File: src/rtl/ram_arbiter_if.sv
// rtl/ram_arbiter_if.sv - requester command/response bundle for ram_arbiter
//
// Purpose: one requester port of the RAM arbiter.
//   master modport: the requester (drives req/we/addr/wdata)
//   slave modport : the arbiter (drives ready/done/rdata)
// Signals:
//   req    command valid, held with its fields until ready
//   we     1 = write, 0 = read
//   addr   RAM address
//   wdata  write data
//   ready  command accepted this cycle (combinational)
//   done   command complete, one-cycle pulse (registered)
//   rdata  read data, valid while done is high for a read (registered)
interface ram_arbiter_if #(
  parameter int ADDR_W = 6,
  parameter int DATA_W = 8
);
  logic              req;
  logic              we;
  logic [ADDR_W-1:0] addr;
  logic [DATA_W-1:0] wdata;
  logic              ready;
  logic              done;
  logic [DATA_W-1:0] rdata;

  modport master (
    output req, we, addr, wdata,
    input  ready, done, rdata
  );

  modport slave (
    input  req, we, addr, wdata,
    output ready, done, rdata
  );
endinterface

File: src/rtl/ram_arbiter.sv
// rtl/ram_arbiter.sv - two-port round-robin arbiter/sequencer for a 64x8 single-port RAM
//
// Purpose: serialises read/write commands from two requesters onto one
// single-port RAM whose read address is registered, and returns a done
// pulse per command plus registered read data for reads.
// Ports:
//   clk           system clock, rising edge
//   rst           synchronous active-high reset
//   p0, p1        requester ports (ram_arbiter_if.slave)
//   ram_write_en  RAM write enable (only in ACCESS of a write, gated by rst)
//   ram_address   RAM address (latched command address)
//   ram_data_in   RAM write data (latched command data)
//   ram_data_out  RAM read data (valid the cycle after the address is captured)
// Configuration:
//   RAM_ARB_FIXED_PRIO_EN  when defined, port 0 always wins a conflict;
//                          otherwise conflicts are resolved round-robin.
module ram_arbiter #(
  parameter int ADDR_W = 6,
  parameter int DATA_W = 8
) (
  input  logic              clk,
  input  logic              rst,
  ram_arbiter_if.slave      p0,
  ram_arbiter_if.slave      p1,
  output logic              ram_write_en,
  output logic [ADDR_W-1:0] ram_address,
  output logic [DATA_W-1:0] ram_data_in,
  input  logic [DATA_W-1:0] ram_data_out
);

  typedef enum logic [1:0] {
    IDLE   = 2'd0,
    ACCESS = 2'd1,
    RESP   = 2'd2
  } state_t;

  state_t            state_q, state_d;
  logic              last_grant_q, last_grant_d;
  logic              port_q, port_d;
  logic              we_q, we_d;
  logic [ADDR_W-1:0] addr_q, addr_d;
  logic [DATA_W-1:0] wdata_q, wdata_d;
  logic              done0_q, done0_d;
  logic              done1_q, done1_d;
  logic [DATA_W-1:0] rdata0_q, rdata0_d;
  logic [DATA_W-1:0] rdata1_q, rdata1_d;

  logic winner;
  logic ready0;
  logic ready1;

  // Winner selection: a lone requester always wins; on conflict the port
  // that was not granted last time wins (or port 0 in fixed-priority mode).
  always_comb begin
    winner = 1'b0;
    if (p0.req && p1.req) begin
`ifdef RAM_ARB_FIXED_PRIO_EN
      winner = 1'b0;
`else
      winner = ~last_grant_q;
`endif
    end else if (p1.req) begin
      winner = 1'b1;
    end
  end

  assign ready0 = (state_q == IDLE) && p0.req && !winner;
  assign ready1 = (state_q == IDLE) && p1.req &&  winner;

  always_comb begin
    state_d      = state_q;
    last_grant_d = last_grant_q;
    port_d       = port_q;
    we_d         = we_q;
    addr_d       = addr_q;
    wdata_d      = wdata_q;
    done0_d      = 1'b0;
    done1_d      = 1'b0;
    rdata0_d     = rdata0_q;
    rdata1_d     = rdata1_q;

    case (state_q)
      IDLE: begin
        if (ready0 || ready1) begin
          port_d       = winner;
          we_d         = winner ? p1.we    : p0.we;
          addr_d       = winner ? p1.addr  : p0.addr;
          wdata_d      = winner ? p1.wdata : p0.wdata;
          last_grant_d = winner;
          state_d      = ACCESS;
        end
      end

      ACCESS: begin
        // A write lands in the RAM at the end of this cycle and is complete.
        // A read only loads the RAM's address register here; data follows.
        if (we_q) begin
          state_d = IDLE;
          if (port_q) begin
            done1_d = 1'b1;
          end else begin
            done0_d = 1'b1;
          end
        end else begin
          state_d = RESP;
        end
      end

      RESP: begin
        if (port_q) begin
          rdata1_d = ram_data_out;
          done1_d  = 1'b1;
        end else begin
          rdata0_d = ram_data_out;
          done0_d  = 1'b1;
        end
        state_d = IDLE;
      end

      default: begin
        state_d = IDLE;
      end
    endcase
  end

  always_ff @(posedge clk) begin
    if (rst) begin
      state_q      <= IDLE;
      last_grant_q <= 1'b1;
      port_q       <= 1'b0;
      we_q         <= 1'b0;
      addr_q       <= '0;
      wdata_q      <= '0;
      done0_q      <= 1'b0;
      done1_q      <= 1'b0;
      rdata0_q     <= '0;
      rdata1_q     <= '0;
    end else begin
      state_q      <= state_d;
      last_grant_q <= last_grant_d;
      port_q       <= port_d;
      we_q         <= we_d;
      addr_q       <= addr_d;
      wdata_q      <= wdata_d;
      done0_q      <= done0_d;
      done1_q      <= done1_d;
      rdata0_q     <= rdata0_d;
      rdata1_q     <= rdata1_d;
    end
  end

  // rst gates the write strobe directly so a command caught mid-ACCESS by
  // reset never reaches the RAM.
  assign ram_write_en = (state_q == ACCESS) && we_q && !rst;
  assign ram_address  = addr_q;
  assign ram_data_in  = wdata_q;

  assign p0.ready = ready0;
  assign p1.ready = ready1;
  assign p0.done  = done0_q;
  assign p1.done  = done1_q;
  assign p0.rdata = rdata0_q;
  assign p1.rdata = rdata1_q;

endmodule
File: src/flat_wrapper.sv
// flat-port wrapper written by rule: the top's interface ports become plain ports
module ram_arbiter_flat 
#(
  parameter int ADDR_W = 6,
  parameter int DATA_W = 8
)
  (clk, rst, ram_write_en, ram_address, ram_data_in, ram_data_out, p0_req, p0_we, p0_addr, p0_wdata, p0_ready, p0_done, p0_rdata, p1_req, p1_we, p1_addr, p1_wdata, p1_ready, p1_done, p1_rdata);
  ram_arbiter_if #(.ADDR_W(ADDR_W), .DATA_W(DATA_W)) p0_i ();
  ram_arbiter_if #(.ADDR_W(ADDR_W), .DATA_W(DATA_W)) p1_i ();
  input  logic clk;
  input  logic rst;
  output logic ram_write_en;
  output logic [ADDR_W-1:0] ram_address;
  output logic [DATA_W-1:0] ram_data_in;
  input  logic [DATA_W-1:0] ram_data_out;
  input wire logic [$bits(p0_i.req)-1:0] p0_req;
  input wire logic [$bits(p0_i.we)-1:0] p0_we;
  input wire logic [$bits(p0_i.addr)-1:0] p0_addr;
  input wire logic [$bits(p0_i.wdata)-1:0] p0_wdata;
  output wire logic [$bits(p0_i.ready)-1:0] p0_ready;
  output wire logic [$bits(p0_i.done)-1:0] p0_done;
  output wire logic [$bits(p0_i.rdata)-1:0] p0_rdata;
  input wire logic [$bits(p1_i.req)-1:0] p1_req;
  input wire logic [$bits(p1_i.we)-1:0] p1_we;
  input wire logic [$bits(p1_i.addr)-1:0] p1_addr;
  input wire logic [$bits(p1_i.wdata)-1:0] p1_wdata;
  output wire logic [$bits(p1_i.ready)-1:0] p1_ready;
  output wire logic [$bits(p1_i.done)-1:0] p1_done;
  output wire logic [$bits(p1_i.rdata)-1:0] p1_rdata;
  assign p0_i.req = p0_req;
  assign p0_i.we = p0_we;
  assign p0_i.addr = p0_addr;
  assign p0_i.wdata = p0_wdata;
  assign p0_ready = p0_i.ready;
  assign p0_done = p0_i.done;
  assign p0_rdata = p0_i.rdata;
  assign p1_i.req = p1_req;
  assign p1_i.we = p1_we;
  assign p1_i.addr = p1_addr;
  assign p1_i.wdata = p1_wdata;
  assign p1_ready = p1_i.ready;
  assign p1_done = p1_i.done;
  assign p1_rdata = p1_i.rdata;
  ram_arbiter #(.ADDR_W(ADDR_W), .DATA_W(DATA_W)) u_core (.clk(clk), .rst(rst), .p0(p0_i), .p1(p1_i), .ram_write_en(ram_write_en), .ram_address(ram_address), .ram_data_in(ram_data_in), .ram_data_out(ram_data_out));
endmodule
File: config.mk
export PLATFORM = sky130hd
export DESIGN_NAME = ram_arbiter_flat
export DESIGN_NICKNAME = d
export VERILOG_FILES = /design/src/rtl/ram_arbiter_if.sv /design/src/rtl/ram_arbiter.sv /design/src/flat_wrapper.sv
export SDC_FILE = /design/constraint.sdc
export NUM_CORES = 1
export LEC_CHECK = 0
export CORE_ASPECT_RATIO = 0.7
export CORE_UTILIZATION = 40
export CTS_BUF_LIST = sky130_fd_sc_hd__clkbuf_16
export DETAILED_ROUTE_END_ITERATION = 10
export PLACE_DENSITY = 0.79
export SLEW_MARGIN = 20
export SYNTH_ARGS = -nofsm -noshare
export SYNTH_HDL_FRONTEND = slang
export SYNTH_SLANG_ARGS = --single-unit
File: constraint.sdc
create_clock -name clk -period 2.2 [get_ports clk]
set_input_delay 0.66 -clock clk [delete_from_list [all_inputs] [get_ports clk]]
set_output_delay 0.66 -clock clk [all_outputs]
set_load 0.005 [all_outputs]
# Word-level counts from Yosys, hierarchy flattened

Cells that the tools add are included.

Flip-flop bits (word level): 37
Input bits: 42
Word-level logic and storage cells: 43

Equal/unequal tests: 3
Muxes and demuxes: 14
Bitwise operators: 2
Reductions and logical operators: 14

Operator list:

| operator                                             | number |
|---|---|
| 2-to-1 mux 8 bit                                     | 1 |
| logical AND 1 bit                                    | 7 |
| 2-to-1 mux 1 bit                                     | 7 |
| 2-to-1 mux 6 bit                                     | 1 |
| AND reduction 2 bit                                  | 3 |
| 2-to-1 mux 2 bit                                     | 2 |
| one-hot mux 1 bit (2 select lines)                   | 2 |
| one-hot mux 2 bit (2 select lines)                   | 1 |
| equality test 2 x 1 -> 1 bit (second input constant) | 1 |
| equality test 2 bit (second input constant)          | 1 |
| logical NOT 1 bit                                    | 2 |
| logical NOT 2 bit                                    | 1 |
| inequality test 2 bit (second input constant)        | 1 |
| NOT 1 bit                                            | 2 |
| logical OR 1 bit                                     | 1 |

# Depth between registers and ports, before layout

Depth in word-level cells: 7
Mapped depth: 6
Mapped depth without buffers: 5

# Least setup slack after synthesis

OpenSTA, ideal clock, no wires.

Path type: input to output
Start point: input port p0_req
End point: output port p0_ready
Data arrival time: 1.417 ns
Data required time: 1.540 ns
Path slack: 0.123 ns
Stages: 4
Path buffers: 2
Path through: buf_2 > a21bo_1 > buf_2 > and3_1

Word-level cells in the longest chain between the ends: 4

RTL lines:

| item                | RTL line           | text |
|---|---|---|
| start: declaration  | flat_wrapper.sv:16 | `input wire logic [$bits(p0_i.req)-1:0] p0_req;` |
| logical AND 1 bit   | ram_arbiter.sv:56  | `if (p0.req && p1.req) begin` |
| 2-to-1 mux 1 bit    | ram_arbiter.sv:56  |  |
| logical NOT 1 bit   | ram_arbiter.sv:67  | `assign ready0 = (state_q == IDLE) && p0.req && !winner;` |
| logical AND 1 bit * | ram_arbiter.sv:67  |  |
| end: declaration    | flat_wrapper.sv:20 | `output wire logic [$bits(p0_i.ready)-1:0] p0_ready;` |

Every way passes the cells marked *; elsewhere a longest branch is shown, timed or not.

# Worst setup path after layout

Start point: input port p1_req
End point: output port p0_ready

Word-level cells in the longest chain between the ends: 4

RTL lines:

| item                                                         | RTL line                             | text |
|---|---|---|
| start: declaration                                           | flat_wrapper.sv:23                   | `input wire logic [$bits(p1_i.req)-1:0] p1_req;` |
| 2-to-1 mux 1 bit / logical AND 1 bit (equally long branches) | ram_arbiter.sv:62, ram_arbiter.sv:56 |  |
| 2-to-1 mux 1 bit *                                           | ram_arbiter.sv:56                    |  |
| logical NOT 1 bit *                                          | ram_arbiter.sv:67                    |  |
| logical AND 1 bit *                                          | ram_arbiter.sv:67                    |  |

Marked as above.

==> impl_metrics.sql <==
INSERT INTO impl_metrics (metric_group, metric, value, unit) VALUES
('status', 'status', 'complete, no violations', ''),
('setup_path', 'cp_endpoint_kind', 'primary output', ''),
('timing', 'worst_pin_slew', '0.490', 'ns'),
('timing', 'max-slew-margin-rel', '67.2', '%'),
('clock_tree', 'clock_tree.root_cell', 'sky130_fd_sc_hd__clkbuf_16', ''),
('place', 'portBuffers', '76', ''),
('setup_path', 'cp_data_arrival_time', '1.45', 'ns'),
('setup_path', 'critical_path.slowest_cell', 'sky130_fd_sc_hd__a21bo_1', ''),
('setup_path', 'cp_num_cells', '4', ''),
('timing', 'rsz0062_at_grt', 'false', ''),
('timing', 'min_period', '2.11', 'ns'),
('synthesis', 'synthDistinctLibCells', '30', ''),
('synthesis', 'synth_seq_cells', '37', ''),
('clock_tree', 'cts_buffer_count', '5', ''),
('timing', 'timing.final.max_slew_violations', '0', ''),
('synthesis', 'dominant_cells_by_area_after_synthesis', 'sky130_fd_sc_hd__dfxtp_1 46%, sky130_fd_sc_hd__a21oi_1 11%, sky130_fd_sc_hd__nand2_1 9.8%', ''),
('drt', 'drt_wirelength', '4.49', 'mm'),
('timing', 'timing.final.crit_share', '95.9', '%'),
('synthesis', 'ys_warns', '0', ''),
('setup_path', 'path_delay_family', 'buffers and inverters', ''),
('global_route', 'via_count_of_the_first_global_routing_pass', '1477', ''),
('clock_tree', 'clock_path_buffers', '2', ''),
('floorplanning', 'die_area', '4280', 'µm²'),
('pwr', 'irDropWorstVdd', '564', 'µV'),
('synthesis', 'yosysTopAreaCellShare', '46.0', '%'),
('synthesis', 'yosysTopAreaCell', 'sky130_fd_sc_hd__dfxtp_1', ''),
('job', 'maxCapViolCount', '0', ''),
('drt', 'detail_route.wl_per_cell', '13.9', 'µm'),
('setup_path', 'ff2ff_path_depth', '7', ''),
('floorplanning', 'floorplan.initialDensity', '43.8', '%'),
('final_layout', 'final-instance-count-excl-fill', '324', ''),
('final_layout', 'finish.net_count', '321', ''),
('drt', 'route.detailed.drc', '0', ''),
('setup_path', 'timing.setup.critical_path_class', 'in -> out', ''),
('timing', 'report.final.setup_viol', '0', ''),
('drt', 'drtAntennaViolNets', '0', ''),
('timing', 'setup_tns_after_final_layout', '0', 'ns'),
('global_route', 'global_route_wire_length_before_repair', '6.93', 'mm'),
('setup_path', 'critical_path_cell_sequence', 'clkdlybuf4s15_2, a21bo_1, and3_1, clkdlybuf4s15_1', ''),
('drt', 'vias_per_cell', '5.02', ''),
('global_route', 'gr-total-overflow', '0', ''),
('clock_tree', 'cts.htree.levels', '2', ''),
('setup_path', 'critical-path-max-stage-delay', '0.21', 'ns'),
('setup_path', 'reg2reg_setup_slack', '0.48', 'ns'),
('setup_path', 'worstPathBufferInverterCount', '2', ''),
('synthesis', 'postSynth.asyncResetShare', '0', '%'),
('clock_tree', 'postCtsHoldBufs', '0', ''),
('global_route', 'aggregate_global_route_resource_usage', '21.5', '%'),
('worst_hold_path', 'timing.hold.worst_path_depth', '2', ''),
('place', 'placed_cells', '317', ''),
('floorplanning', 'row_count', '18', ''),
('final_layout', 'final_cell_mix', '71 x sky130_fd_sc_hd__clkdlybuf4s50_1, 42 x sky130_fd_sc_hd__nand2_1, 37 x sky130_fd_sc_hd__dfxtp_1', ''),
('global_route', 'number_of_antenna_violations_at_the_first_check_in_global_routing', '0', ''),
('timing', 'hold_violations', '0', ''),
('final_layout', 'layout_commonest_cell', 'sky130_fd_sc_hd__clkdlybuf4s50_1', ''),
('worst_hold_path', 'hold_path.class', 'reg -> reg', ''),
('drt', 'dr_total_vias', '1627', ''),
('worst_hold_path', 'hold_crit_start', 'u_core.p1.rdata[7]', ''),
('clock_tree', 'clk_pin_slew', '0.05', 'ns'),
('synthesis', 'fraction_of_the_yosys_area_taken_by_sequential_cells', '46.0', '%'),
('floorplanning', 'chipWidth', '77.8', 'µm'),
('setup_path', 'cp_max_fo', '3', ''),
('drt', 'firstDrtPassIters', '4', ''),
('global_route', 'grt_max_degree', '38', ''),
('place', 'sum_of_net_half_perimeters_after_detailed_placement', '3.32', 'mm'),
('final_layout', 'final_layout_size_suffix_gt1_share', '11.3', '%'),
('clock_tree', 'clkSinkCount', '37', ''),
('synthesis', 'synth_nets', '238', ''),
('final_layout', 'final-seq-area', '741', 'µm²'),
('final_layout', 'fillers', '303', ''),
('floorplanning', 'die_h', '55.1', 'µm');
-- sequential cells by signal, indices dropped and copies added, names as in the netlist --
signal               flops
u_core.p1.done           1
u_core.p1.rdata          8
u_core.state_q           2
u_core.ram_address       6
u_core.we_q              1
u_core.p0.done           1
u_core.ram_data_in       8
u_core.last_grant_q      1
u_core.p0.rdata          8
u_core.port_q            1
-- worst max-delay path by stage --
stage | start | end | slack (ns)
3_3_place_gp | p0_req | p0_ready | -0.45
2_1_floorplan | p0_req | p0_ready | 0.12
6_report | p1_req | p0_ready | 0.09
5_1_grt | p1_req | p0_ready | 0.05
4_1_cts | p0_req | p0_ready | 0.01
3_5_place_dp | p0_req | p0_ready | -0.49
-- power by group --
group	internal (W)	leakage, nW	switching [W]	total [W]
sequential	0.000731	0.303	0.0000403	0.000772
combinational	0.000272	0.614	0.000210	0.000481
clock	0.000404	0.0685	0.000233	0.000637
-- cell families (layout without fill, tap and decap cells) --
family	count (synthesis)	in the layout	share of synthesized area [%]
compound gates	56	56	24.0
simple gates	77	77	20.6
flops	37	37	46.0
fa+ha+maj	5	5	3.89
mux	1	1	0.622
buf+inv	15	98	4.82
-- worst register-to-register path: stages, from the launching register on --
cell	delay [ns]
sky130_fd_sc_hd__dfxtp_1	0.38
sky130_fd_sc_hd__inv_1	0.11
sky130_fd_sc_hd__ha_1	0.25
sky130_fd_sc_hd__buf_4	0.17
sky130_fd_sc_hd__nor3b_1	0.13
sky130_fd_sc_hd__buf_4	0.14
sky130_fd_sc_hd__or3b_1	0.34
sky130_fd_sc_hd__a21oi_1	0.14
-- cell usage after synthesis (2+ instances only) --
| library cell | instances |
|---|---|
| sky130_fd_sc_hd__a211oi_1 | 7 |
| sky130_fd_sc_hd__a211oi_2 | 8 |
| sky130_fd_sc_hd__a21oi_1 | 35 |
| sky130_fd_sc_hd__buf_1 | 3 |
| sky130_fd_sc_hd__buf_2 | 2 |
| sky130_fd_sc_hd__buf_6 | 2 |
| sky130_fd_sc_hd__clkbuf_1 | 5 |
| sky130_fd_sc_hd__dfxtp_1 | 37 |
| sky130_fd_sc_hd__ha_1 | 5 |
| sky130_fd_sc_hd__inv_1 | 2 |
| sky130_fd_sc_hd__nand2_1 | 42 |
| sky130_fd_sc_hd__nand3_1 | 8 |
| sky130_fd_sc_hd__nor2_1 | 18 |
-- area by class of cell --
type	instances	share of cell area, %
inverter	2	0.290
clock inverter	2	0.290
sequential	37	28.6
timing repair buffer	89	33.1
clock buffer	5	4.83
multi-input combinational	139	30.5
tap	50	2.41
-- per-stage QoR --
| step | util [%] | power, W | setup WS (ns) | hold WS [ns] | cell area, µm² |
|---|---|---|---|---|---|
| 6_report | 70.6 | 0.00189 | 0.0903 | 0.453 | 2590 |
| 5_1_grt | 70.6 | 0.00199 | 0.0457 | 0.468 | 2590 |
| 4_1_cts | 70.6 | 0.00191 | 0.0140 | 0.454 | 2590 |
| 3_5_place_dp | 67.0 | 0.00127 | -0.495 | 0.447 | 2460 |
| 3_3_place_gp | 67.0 | 0.00126 | -0.450 | 0.443 | 2460 |
| 2_1_floorplan | - | 0.00102 | 0.123 | 0.449 | 1610 |
-- timing repair --
action,4_1_cts,5_1_grt
endpoints found under the setup margin,3,1
pin swaps,0,1
resized for setup,9,1
-- metal layers --
metal,track usage [%],vias to the layer above,wire length (µm)
met5,0,-,0
met4,7.55,0,66
met3,5.41,8,209
met2,34.2,50,2010
met1,28.7,746,2200
li1,-,823,-
Power figures use the tool's default switching activity.
